$ cat src/rtl/controle_revelacao.sv
// Control FSM for the class-reveal game: seed selection, per-player hide/show cycle, end of game.
// Optional macro TIMEOUT_EN adds an auto-advance out of MOSTRA after TEMPO_EXIBE cycles.
module controle_revelacao #(
  parameter int TEMPO_EXIBE = 100,
  parameter int NT          = 7
) (
  input  logic       clock,
  input  logic       reset,
  input  logic       confirma,
  input  logic       CJ_fim,
  output logic       zera_CS,
  output logic       rst_global,
  output logic       e_seed_reg,
  output logic       zera_CJ,
  output logic       inc_jogador,
  output logic       mostra_classe,
  output logic       pronto,
  output logic [3:0] db_estado
);

  typedef enum logic [3:0] {
    INICIAL      = 4'd0,
    ESCOLHE_SEED = 4'd1,
    REGISTRA     = 4'd2,
    ESCONDE      = 4'd3,
    MOSTRA       = 4'd4,
    PROXIMO      = 4'd5,
    FIM          = 4'd6
  } estado_t;

  estado_t estado, proximo;
  logic    confirma_q;
  logic    pulso_conf;
  logic    timeout;

  if (TEMPO_EXIBE < 1 || TEMPO_EXIBE > (1 << NT) - 1) begin : g_cfg_invalid
    $error("controle_revelacao: TEMPO_EXIBE does not fit in NT bits");
  end

  // confirma_q resets to 1 so a button held through reset yields no pulse
  always_ff @(posedge clock) begin
    if (reset) confirma_q <= 1'b1;
    else       confirma_q <= confirma;
  end

  assign pulso_conf = confirma & ~confirma_q;

`ifdef TIMEOUT_EN
  logic [NT-1:0] cnt;

  always_ff @(posedge clock) begin
    if (reset || estado != MOSTRA) cnt <= '0;
    else                           cnt <= cnt + NT'(1);
  end

  assign timeout = (estado == MOSTRA) && (cnt == NT'(TEMPO_EXIBE - 1));
`else
  assign timeout = 1'b0;
`endif

  always_ff @(posedge clock) begin
    if (reset) estado <= INICIAL;
    else       estado <= proximo;
  end

  always_comb begin
    proximo       = INICIAL;
    zera_CS       = 1'b0;
    rst_global    = 1'b0;
    e_seed_reg    = 1'b0;
    zera_CJ       = 1'b0;
    inc_jogador   = 1'b0;
    mostra_classe = 1'b0;
    pronto        = 1'b0;
    case (estado)
      INICIAL: begin
        rst_global = 1'b1;
        zera_CS    = 1'b1;
        zera_CJ    = 1'b1;
        proximo    = ESCOLHE_SEED;
      end
      ESCOLHE_SEED: proximo = pulso_conf ? REGISTRA : ESCOLHE_SEED;
      REGISTRA: begin
        e_seed_reg = ~reset;
        zera_CJ    = 1'b1;
        proximo    = ESCONDE;
      end
      ESCONDE: proximo = pulso_conf ? MOSTRA : ESCONDE;
      MOSTRA: begin
        mostra_classe = 1'b1;
        // press and timeout in the same cycle still give a single advance
        proximo = (pulso_conf || timeout) ? PROXIMO : MOSTRA;
      end
      PROXIMO: begin
        inc_jogador = ~CJ_fim & ~reset;
        proximo     = CJ_fim ? FIM : ESCONDE;
      end
      FIM: begin
        pronto  = 1'b1;
        proximo = pulso_conf ? INICIAL : FIM;
      end
      default: proximo = INICIAL;
    endcase
  end

  assign db_estado = estado;

endmodule

$ cat config.mk
export PLATFORM = sky130hd
export DESIGN_NAME = controle_revelacao
export DESIGN_NICKNAME = d
export VERILOG_FILES = /design/src/rtl/controle_revelacao.sv
export SDC_FILE = /design/constraint.sdc
export NUM_CORES = 1
export LEC_CHECK = 0
export ABC_CLOCK_PERIOD_IN_PS = 1000
export BUFFER_PORTS_ARGS = -buffer_cell sky130_fd_sc_hd__buf_2
export CORE_AREA = 5 5 42 44
export DETAILED_ROUTE_END_ITERATION = 12
export DIE_AREA = 0 0 47 49
export SETUP_SLACK_MARGIN = 0.2
export SYNTH_ARGS = -nofsm -noshare
export SYNTH_HDL_FRONTEND = slang
export SYNTH_SLANG_ARGS = --single-unit
export TNS_END_PERCENT = 20
$ cat constraint.sdc
create_clock -name clock -period 1 [get_ports clock]
set_input_delay 0.05 -clock clock [delete_from_list [all_inputs] [get_ports clock]]
set_output_delay 0.05 -clock clock [all_outputs]
set_load 0.02 [all_outputs]
==> impl_metrics.csv, run 1 <==
group,metric,value,unit
cts,cts_sinks,4,
die,die_h,49,microns
critical_path,crit_path_top_delay_cell,"dfxtp_4",
grt,grt_pass1_vias,288,
status,failed_checks,"setup timing",
grt,grt_use_total,0.0769,
cts,htreeDepth,1,
critical_path,critPathMaxFanout,5,
die,floorplan.initialDensity,0.196,
critical_path,crit_path_start_kind,"register",
timing,post-route-period-util,1.13,
cts,hold_buffers,0,
place,hpwlAfterDp,561,microns
routing,drt_iter0_drc,9,
die,core,1400,sq um
grt,grt_pass1_wl,1230,microns
grt,use_met1,0.0773,
timing,drv_slew,0,
routing,finalWirelength,779,microns
worst_hold_path,hp-class,"in -> reg",
logic_synthesis,ys_types,22,
die,ioPinCount,15,
routing,num_vias,328,
critical_path,critical_path_buf_inv_count,2,
final_layout,nFillCells,143,
final_layout,diodes,0,
critical_path,slowest_delay,360,ps
place,dp.cells,61,
critical_path,path_class,"reg -> out",
routing,dr.pass1.iters,5,
pwr,power,0.000523,W
logic_synthesis,seq_area_frac_synth,0.291,
place,postPlaceCellArea,399,sq um
pwr,power_density,1020,nW/um^2
die,die_x,47,microns
logic_synthesis,synth-seq-cells,4,
timing,worst_slack,-130,ps
timing,fin_skew,3.01,ps
critical_path,cp-end-kind,"primary output",
cts,cts_tree,"yes",
final_layout,drive_above_1_share,0.685,
routing,ant_nets,0,
timing,final-hold-violation-count,0,
cts,worstSkewPairLatency,240,ps
grt,antenna_found_initial,0,
final_layout,fin_nets,59,
routing,viasPerCell,4.69,
routing,routedWlPerCell,11.1,microns
timing,rsz0062_at_grt,"yes",
critical_path,critPathRequiredTime,950,ps
grt,use_met3,0.0701,
timing,fmax,885,MHz
cts,cts_buffers,3,
routing,drc_errors,0,
grt,met2_usage,0.118,
die,die-area,2300,sq um
logic_synthesis,ys_warn_count,0,
status,outcome,"complete, but fails checks",
logic_synthesis,synth_cells,33,
pwr,p_leak,0.233,nW
final_layout,area_growth,85.9,%
die,row_count,14,
grt,grt_overflow_total,0,
timing,finalWorstPathRequiredPeriod,1130,ps
grt,grt_max_degree,12,
cts,clk_root_buffer_cell,"clkbuf_4",
cts,clkSlewWorstSetupHoldPaths,40,ps
critical_path,crit_path_cell_trace,"buf_6 -> nand3b_1 -> nor3_2 -> buf_4",
job,cap_violations,0,
pwr,ir_worst_vdd,0.000626,V
critical_path,critPathTopFamily,"flip-flops",
logic_synthesis,syn-num-nets,37,
final_layout,final_cells,70,
logic_synthesis,syn-cell-area,275,sq um
timing,setup_viol,10,
critical_path,worstPathArrival,1080,ps
final_layout,fin_area,512,sq um
place,io_buffers,13,
cts,cts_buffer_depth,2,
grt,busiest_layer,"met2",
logic_synthesis,postSynthAreaPerCell,8.34,sq um
place,place_congestion,0.677,
==> per-layer routing <==
metal / vias up / share of wire
met5: - / 0
met4: 0 / 0
met3: 0 / 0.12
met2: 20 / 0.47
met1: 147 / 0.40
li1: 161 / -
==> per-stage QoR <==
step                setup WS [ps]  setup TNS, ps  hold WS [ps]  utilization
floorplan                   -18.9          -33.5           115            -
global placement            -5.29          -5.29           259        0.285
detailed placement          -24.9          -40.6           257        0.285
CTS                          -144          -1000          3.02        0.357
global route                 -214          -1440          10.4        0.365
finish                       -130           -852          8.87        0.365
==> layout by cell type (no fill, tap or decap), types with 3 or more instances in the layout <==
cell type,n
buf_2,6
buf_4,12
buf_6,4
clkbuf_4,3
dfxtp_4,3
nand2_1,3
==> path summary, 6_finish.rpt <==
kind,end,from,cells past startpoint,slack (ps)
min reg2reg,db_estado[1]$_SDFF_PP0_,db_estado[2]$_SDFF_PP0_,1,530
min,confirma_q$_SDFF_PP1_,confirma,2,9
max,inc_jogador,db_estado[0]$_SDFF_PP0_,4,-130
max reg2reg,db_estado[2]$_SDFF_PP0_,db_estado[0]$_SDFF_PP0_,4,-50
==> cell usage after synthesis <==
cell type / number / area, sq um
a21o_1: 1 / 7.51
dfxtp_1: 4 / 80.1
conb_1: 1 / 3.75
or3b_1: 1 / 8.76
buf_6: 2 / 22.5
nor4_1: 1 / 6.26
nand3b_1: 1 / 7.51
a31oi_1: 1 / 6.26
nor2b_2: 1 / 8.76
nor3_1: 2 / 10.0
a221oi_1: 1 / 8.76
nand2_1: 3 / 11.3
o21ba_1: 1 / 10.0
nor2_1: 1 / 3.75
or2_1: 1 / 6.26
inv_2: 1 / 3.75
a21oi_1: 2 / 10.0
buf_4: 3 / 22.5
a311oi_1: 1 / 8.76
nor3b_1: 2 / 15.0
a31o_1: 1 / 8.76
o21ai_1: 1 / 5.00
==> cell type report <==
type / count / area, sq um / share of cell area
clock buffers: 4 / 26.3 / 0.0513
inverters: 1 / 8.76 / 0.0171
multi-input cells: 23 / 200 / 0.391
flip-flops and latches: 4 / 91.3 / 0.178
well taps: 16 / 20.0 / 0.0391
repair buffers: 22 / 165 / 0.323
==> logic make-up (layout without fill, tap and decap cells) <==
kind of cell | count (synthesis) | count (layout) | share of synthesized area
flops | 4 | 4 | 0.291
simple gates | 13 | 13 | 0.282
other cells | 1 | 1 | 0.0136
compound gates | 9 | 9 | 0.236
buf+inv | 6 | 27 | 0.177
==> registers in the layout, indices dropped and copies added (netlist names) <==
register and count:
db_estado 3, confirma_q 1
==> power by group <==
part | switching [W] | total (W) | internal, W
clock | 0.0000713 | 0.000221 | 0.000150
combinational | 0.0000683 | 0.000130 | 0.0000622
sequential | 0.00000849 | 0.000171 | 0.000163
total | 0.000148 | 0.000523 | 0.000375
==> timing repair <==
action	CTS	global route
resized for setup	13	4
setup buffers	5	0
setup endpoints to repair	13	13
pin swaps	2	0
(Power assumes the default switching activity.)
==> run 2, diff against run 1 <==
--- a/config.mk
+++ b/config.mk
@@ -5,11 +5,15 @@
 export SDC_FILE = /design/constraint.sdc
 export NUM_CORES = 1
 export LEC_CHECK = 0
+export ABC_AREA = 1
 export ABC_CLOCK_PERIOD_IN_PS = 1000
 export BUFFER_PORTS_ARGS = -buffer_cell sky130_fd_sc_hd__buf_2
+export CELL_PAD_IN_SITES_DETAIL_PLACEMENT = 1
+export CELL_PAD_IN_SITES_GLOBAL_PLACEMENT = 1
 export CORE_AREA = 5 5 42 44
 export DETAILED_ROUTE_END_ITERATION = 12
 export DIE_AREA = 0 0 47 49
+export PLACE_DENSITY_LB_ADDON = 0.1
 export SETUP_SLACK_MARGIN = 0.2
 export SYNTH_ARGS = -nofsm -noshare
 export SYNTH_HDL_FRONTEND = slang
==> run 2 against run 1 <==
  * The flow still finishes with violations (setup timing)
  * Clock skew up 7.1 ps
  * Sequential share of layout area down 1.7 points
  * Non-clock buffer count down 1
  * Total power up 1.6%
  * Routed wire length up 27%
  * Synthesized cell count up 52%
  * Core utilization up 3.8 points
  * Count of clock-buffer cells in the layout unchanged
  * Largest power group unchanged
==> impl_metrics.csv, run 2 <==
group,metric,value,unit
grt,grt_max_degree,7,
logic_synthesis,ys_warn_count,0,
timing,drv_slew,0,
pwr,power,0.000531,W
die,die-area,2300,sq um
cts,cts_buffers,3,
pwr,ir_worst_vdd,0.000408,V
logic_synthesis,synth_common_cells,"nand2_1 (12), nor2_1 (11), inv_1 (8)",
final_layout,largest_reg_flops,3,
grt,grt_use_total,0.105,
logic_synthesis,seq_area_frac_synth,0.290,
cts,worstSkewPairLatency,250,ps
routing,num_vias,366,
place,io_buffers,13,
timing,fmax,923,MHz
logic_synthesis,synthFlopType,"dfxtp_1",
timing,finalWorstPathRequiredPeriod,1080,ps
die,die_h,49,microns
status,failed_checks,"setup timing",
logic_synthesis,synth.top_cell.area_share,0.290,
die,die_x,47,microns
cts,hold_buffers,0,
critical_path,r2r_cells,8,
logic_synthesis,synth-seq-cells,4,
routing,highest_layer,"met4",
final_layout,final_common_cell,"buf_4",
logic_synthesis,ys_async_sr_fraction,0,
cts,cts_sinks,4,
final_layout,area_growth,104,%
logic_synthesis,synth.area.top_cells,"dfxtp_1 (29%), nand2_1 (16%), nor2_1 (15%)",
pwr,p_leak,0.295,nW
routing,dr.pass1.iters,2,
routing,drc_errors,0,
final_layout,fin_area,564,sq um
logic_synthesis,ys_types,13,
grt,grt_pass1_wl,1710,microns
logic_synthesis,synth_edf_count,0,
critical_path,cp-end-kind,"primary output",
routing,finalWirelength,987,microns
routing,viasPerCell,4.11,
die,row_count,14,
final_layout,final_cells,89,
pwr,power_density,941,nW/um^2
final_layout,fin_nets,78,
grt,grt_pass1_vias,383,
final_layout,diodes,0,
routing,wl_met3,71,microns
cts,clkSlewWorstSetupHoldPaths,40,ps
logic_synthesis,synth.largest_area_cell,"dfxtp_1",
routing,drt_iter0_drc,1,
status,outcome,"complete, but fails checks",
cts,clk_root_buffer_cell,"clkbuf_4",
critical_path,critPathRequiredTime,950,ps
place,place_congestion,0.723,
worst_hold_path,hp-class,"in -> reg",
final_layout,drive_above_1_share,0.589,
routing,wl_met2,499,microns
die,ioPinCount,15,
timing,worst_slack,-82.9,ps
routing,ant_nets,0,
critical_path,critPathMaxFanout,4,
worst_hold_path,min_path_cells,2,
timing,setup_viol,7,
grt,grt_overflow_total,0,
place,hpwlAfterDp,698,microns
cts,cts_buffer_depth,2,
place,postPlaceCellArea,412,sq um
final_layout,final_cell_mix,"buf_4 (11), nand2_1 (8), nor2_1 (7), buf_6 (7), inv_1 (6)",
timing,fin_tns_setup,-342,ps
logic_synthesis,yosysMostFrequentCell,"nand2_1",
routing,routedWlPerCell,11.1,microns
final_layout,nFillCells,184,
logic_synthesis,syn-cell-area,277,sq um
place,dp.cells,78,
die,core,1400,sq um
timing,rsz0062_at_grt,"yes",
logic_synthesis,synth_cells,50,
timing,final-hold-violation-count,0,
timing,post-route-period-util,1.08,
critical_path,crit_path_start_kind,"register",
grt,antenna_found_initial,0,
logic_synthesis,postSynthAreaPerCell,5.53,sq um
cts,htreeDepth,1,
critical_path,path_class,"reg -> out",
logic_synthesis,syn-num-nets,54,
cts,cts_tree,"yes",
job,cap_violations,0,
critical_path,worstPathArrival,1030,ps
routing,wl_met1,395,microns
die,floorplan.initialDensity,0.197,
timing,fin_skew,10.1,ps
[run 2: worst max-delay path: stages (launching register included)]
cell	delay [ps]
dfxtp_4	360
inv_6	50
nor2_4	100
nand2_2	80
nor2_4	90
buf_6	120
[run 2: layout make-up]
cell class	instances	area (sq um)	share of cell area
multi-input cells	34	205	0.364
repair buffers	21	176	0.313
flip-flops and latches	4	91.3	0.162
inverters	10	45.0	0.0798
clock buffers	4	26.3	0.0466
well taps	16	20.0	0.0355
[run 2: cells by family after synthesis]
| logic type | Yosys count | share of synthesized area |
|---|---|---|
| flip-flops | 4 | 0.290 |
| AO/OA/AOI/OAI | 2 | 0.0362 |
| other | 1 | 0.0136 |
| buffers and inverters | 12 | 0.190 |
| AND/OR/NAND/NOR | 31 | 0.471 |
[run 2: path summary, 6_finish.rpt]
path / to / startpoint / slack, ps
worst max-delay path: inc_jogador / db_estado[2]$_SDFF_PP0_ / -80
worst min-delay path: confirma_q$_SDFF_PP1_ / confirma / 20
worst max register to register: db_estado[0]$_SDFF_PP0_ / db_estado[2]$_SDFF_PP0_ / -60
worst min register to register: db_estado[0]$_SDFF_PP0_ / confirma_q$_SDFF_PP1_ / 660
[run 2: power breakdown]
group | leakage, nW | internal [W] | switching (W)
sequential | 0.0349 | 0.000162 | 0.00000744
combinational | 0.245 | 0.0000532 | 0.0000746
clock | 0.0150 | 0.000151 | 0.0000829
[run 2: through the flow]
stage | hold WS, ps | utilization | setup WS (ps)
after floorplan | 113 | - | 101
after global placement | 254 | 0.294 | 40.2
after detailed placement | 256 | 0.294 | 56.1
after CTS | 3.80 | 0.394 | -79.1
after global routing | 23.9 | 0.403 | -147
final | 22.1 | 0.403 | -82.9
[run 2: routing by layer]
metal,global-route usage,vias up
met5,0,-
met4,0.0691,0
met3,0.0221,2
met2,0.147,11
met1,0.138,159
li1,-,194
[run 2: what timing repair did]
action                                 in CTS  in global routing
gates resized for setup                    25                  2
setup buffers                               6                  1
endpoints found under the hold margin       0                  0
setup endpoints to repair                  13                 13
pin swaps                                   4                  0
==> run 3, diff against run 2 <==
--- a/config.mk
+++ b/config.mk
@@ -13,7 +13,7 @@
 export CORE_AREA = 5 5 42 44
 export DETAILED_ROUTE_END_ITERATION = 12
 export DIE_AREA = 0 0 47 49
-export PLACE_DENSITY_LB_ADDON = 0.1
+export PLACE_DENSITY = 0.73
 export SETUP_SLACK_MARGIN = 0.2
 export SYNTH_ARGS = -nofsm -noshare
 export SYNTH_HDL_FRONTEND = slang
==> run 3 against run 2 <==
  * The flow still finishes with violations (setup timing)
  * Clock skew fell by 5.3 ps
  * First-iteration DRC count did not move
  * Flip-flop and latch count did not move
  * Final area fell by 1.1%
  * Combinational power barely moved
  * Hold slack got worse by 11 ps
  * Sequential power barely moved
  * Die area did not move
==> impl_metrics.csv, run 3 (same netlist as run 2, synthesis figures left out) <==
group,metric,value,unit
cts,cts_sinks,4,
die,die-area,2300,sq um
worst_hold_path,hp-class,"in -> reg",
timing,drv_slew,0,
timing,rsz0062_at_grt,"yes",
pwr,power_density,941,nW/um^2
critical_path,crit_path_cell_trace,"inv_6 -> nor2_4 -> nand2_2 -> nor2_4 -> buf_6",
status,failed_checks,"setup timing",
final_layout,final_cell_mix,"buf_4 (11), nand2_1 (9), nor2_1 (8)",
timing,post-route-period-util,1.09,
critical_path,slowest_delay,360,ps
routing,routedWlPerCell,11.6,microns
routing,dr.pass1.iters,2,
place,postPlaceCellArea,404,sq um
routing,ant_nets,0,
die,floorplan.initialDensity,0.197,
final_layout,final_common_cell,"buf_4",
timing,fin_tns_setup,-355,ps
critical_path,timing.rr.end,"db_estado[0]$_SDFF_PP0_",
cts,hold_buffers,0,
critical_path,critical_path_buf_inv_count,2,
final_layout,fin_nets,78,
grt,grt_pass1_wl,1790,microns
final_layout,diodes,0,
timing,final-hold-violation-count,0,
timing,fin_skew,4.76,ps
cts,htreeDepth,1,
cts,clkSlewWorstSetupHoldPaths,40,ps
cts,cts_buffers,3,
die,die_x,47,microns
timing,finalWorstPathRequiredPeriod,1090,ps
critical_path,path_class,"reg -> out",
critical_path,r2r_start,"db_estado[2]$_SDFF_PP0_",
grt,grt_use_total,0.113,
critical_path,critPathMaxFanout,4,
critical_path,cp-end-kind,"primary output",
critical_path,ff2ff_setup_slack,-50,ps
final_layout,drive_above_1_share,0.562,
grt,grt_max_degree,8,
final_layout,fin_area,558,sq um
cts,cts_tree,"yes",
timing,fmax,915,MHz
worst_hold_path,hold_end,"confirma_q$_SDFF_PP1_",
grt,grt_pass1_vias,432,
cts,worstSkewPairLatency,240,ps
pwr,ir_worst_vdd,0.000564,V
place,hpwlAfterDp,706,microns
status,outcome,"complete, but fails checks",
final_layout,area_growth,102,%
timing,worst_slack,-93.0,ps
routing,num_vias,372,
cts,clk_root_buffer_cell,"clkbuf_4",
critical_path,crit_path_top_delay_cell,"dfxtp_4",
grt,antenna_found_initial,0,
place,place_congestion,0.734,
timing,setup_viol,8,
routing,finalWirelength,1040,microns
job,cap_violations,0,
worst_hold_path,min_path_cells,2,
die,row_count,14,
grt,grt_overflow_total,0,
cts,cts_buffer_depth,2,
die,ioPinCount,15,
routing,drc_errors,0,
critical_path,r2r_cells,6,
worst_hold_path,worstHoldStart,"confirma",
final_layout,largest_reg_flops,3,
routing,viasPerCell,4.18,
pwr,p_leak,0.295,nW
critical_path,cp_common_cell,"nor2_4",
critical_path,crit_path_start_kind,"register",
critical_path,critPathRequiredTime,950,ps
die,core,1400,sq um
critical_path,cp-startpoint,"db_estado[2]$_SDFF_PP0_",
routing,drt_iter0_drc,1,
critical_path,critPathTopFamily,"flip-flops",
die,die_h,49,microns
critical_path,worstPathArrival,1040,ps
place,io_buffers,13,
-- run 3: cell types whose count changed in the layout (fill, tap and decap cells not counted) --
cell	before	now
nor2_2	1	0
nand2_2	3	2
buf_6	7	6
buf_2	3	4
inv_2	2	1
nand2_1	8	9
nor2_1	7	8
inv_6	1	2
-- run 3: per-stage QoR --
step	utilization	worst slack [ps]	total power (W)	std cells	hold WS [ps]
2_1_floorplan	-	101	0.000244	50	113
3_3_place_gp	0.288	57.0	0.000266	77	252
3_5_place_dp	0.288	16.2	0.000269	77	255
4_1_cts	0.382	-76.5	0.000531	88	2.70
5_1_grt	0.398	-129	0.000554	89	19.9
6_report	0.398	-93.0	0.000525	89	10.9
-- run 3: worst max-delay path by stage --
stage / cells after the start / end / slack, ps
2_1_floorplan: 4 / zera_CS / 100
3_3_place_gp: 6 / db_estado[2]$_SDFF_PP0_ / 60
3_5_place_dp: 6 / db_estado[0]$_SDFF_PP0_ / 20
4_1_cts: 5 / inc_jogador / -80
5_1_grt: 5 / inc_jogador / -130
6_report: 5 / inc_jogador / -90
-- run 3: layout make-up --
class,count,area [sq um]
fillers,182,843
well taps,16,20.0
inverters,10,50.0
repair buffers,21,170
multi-input cells,34,200
clock buffers,4,26.3
flip-flops and latches,4,91.3
-- run 3: report_power, final --
| part | leakage (nW) | internal, W | switching (W) |
|---|---|---|---|
| Clock | 0.0150 | 0.000150 | 0.0000770 |
| Combinational | 0.245 | 0.0000527 | 0.0000726 |
| Sequential | 0.0349 | 0.000162 | 0.0000103 |
| Total | 0.295 | 0.000365 | 0.000160 |
-- run 3: layer usage --
| layer | part of all wire | vias up | track usage |
|---|---|---|---|
| li1 | - | 193 | - |
| met1 | 0.38 | 160 | 0.126 |
| met2 | 0.51 | 15 | 0.176 |
| met3 | 0.073 | 4 | 0.0185 |
| met4 | 0.037 | 0 | 0.0968 |
| met5 | 0 | - | 0 |
-- run 3: timing repair --
action	4_1_cts	5_1_grt
pin swaps	3	3
buffers inserted	7	1
gates cloned	0	0
resized for setup	19	6
endpoints found under the setup margin	13	13
-- run 3: worst register-to-register path, cell delays in order, from the launching register on --
cell and delay (ps):
dfxtp_4 360, inv_6 50, buf_4 130, nand2_1 100
nand3_1 100, nor2_1 130, nor2_1 60
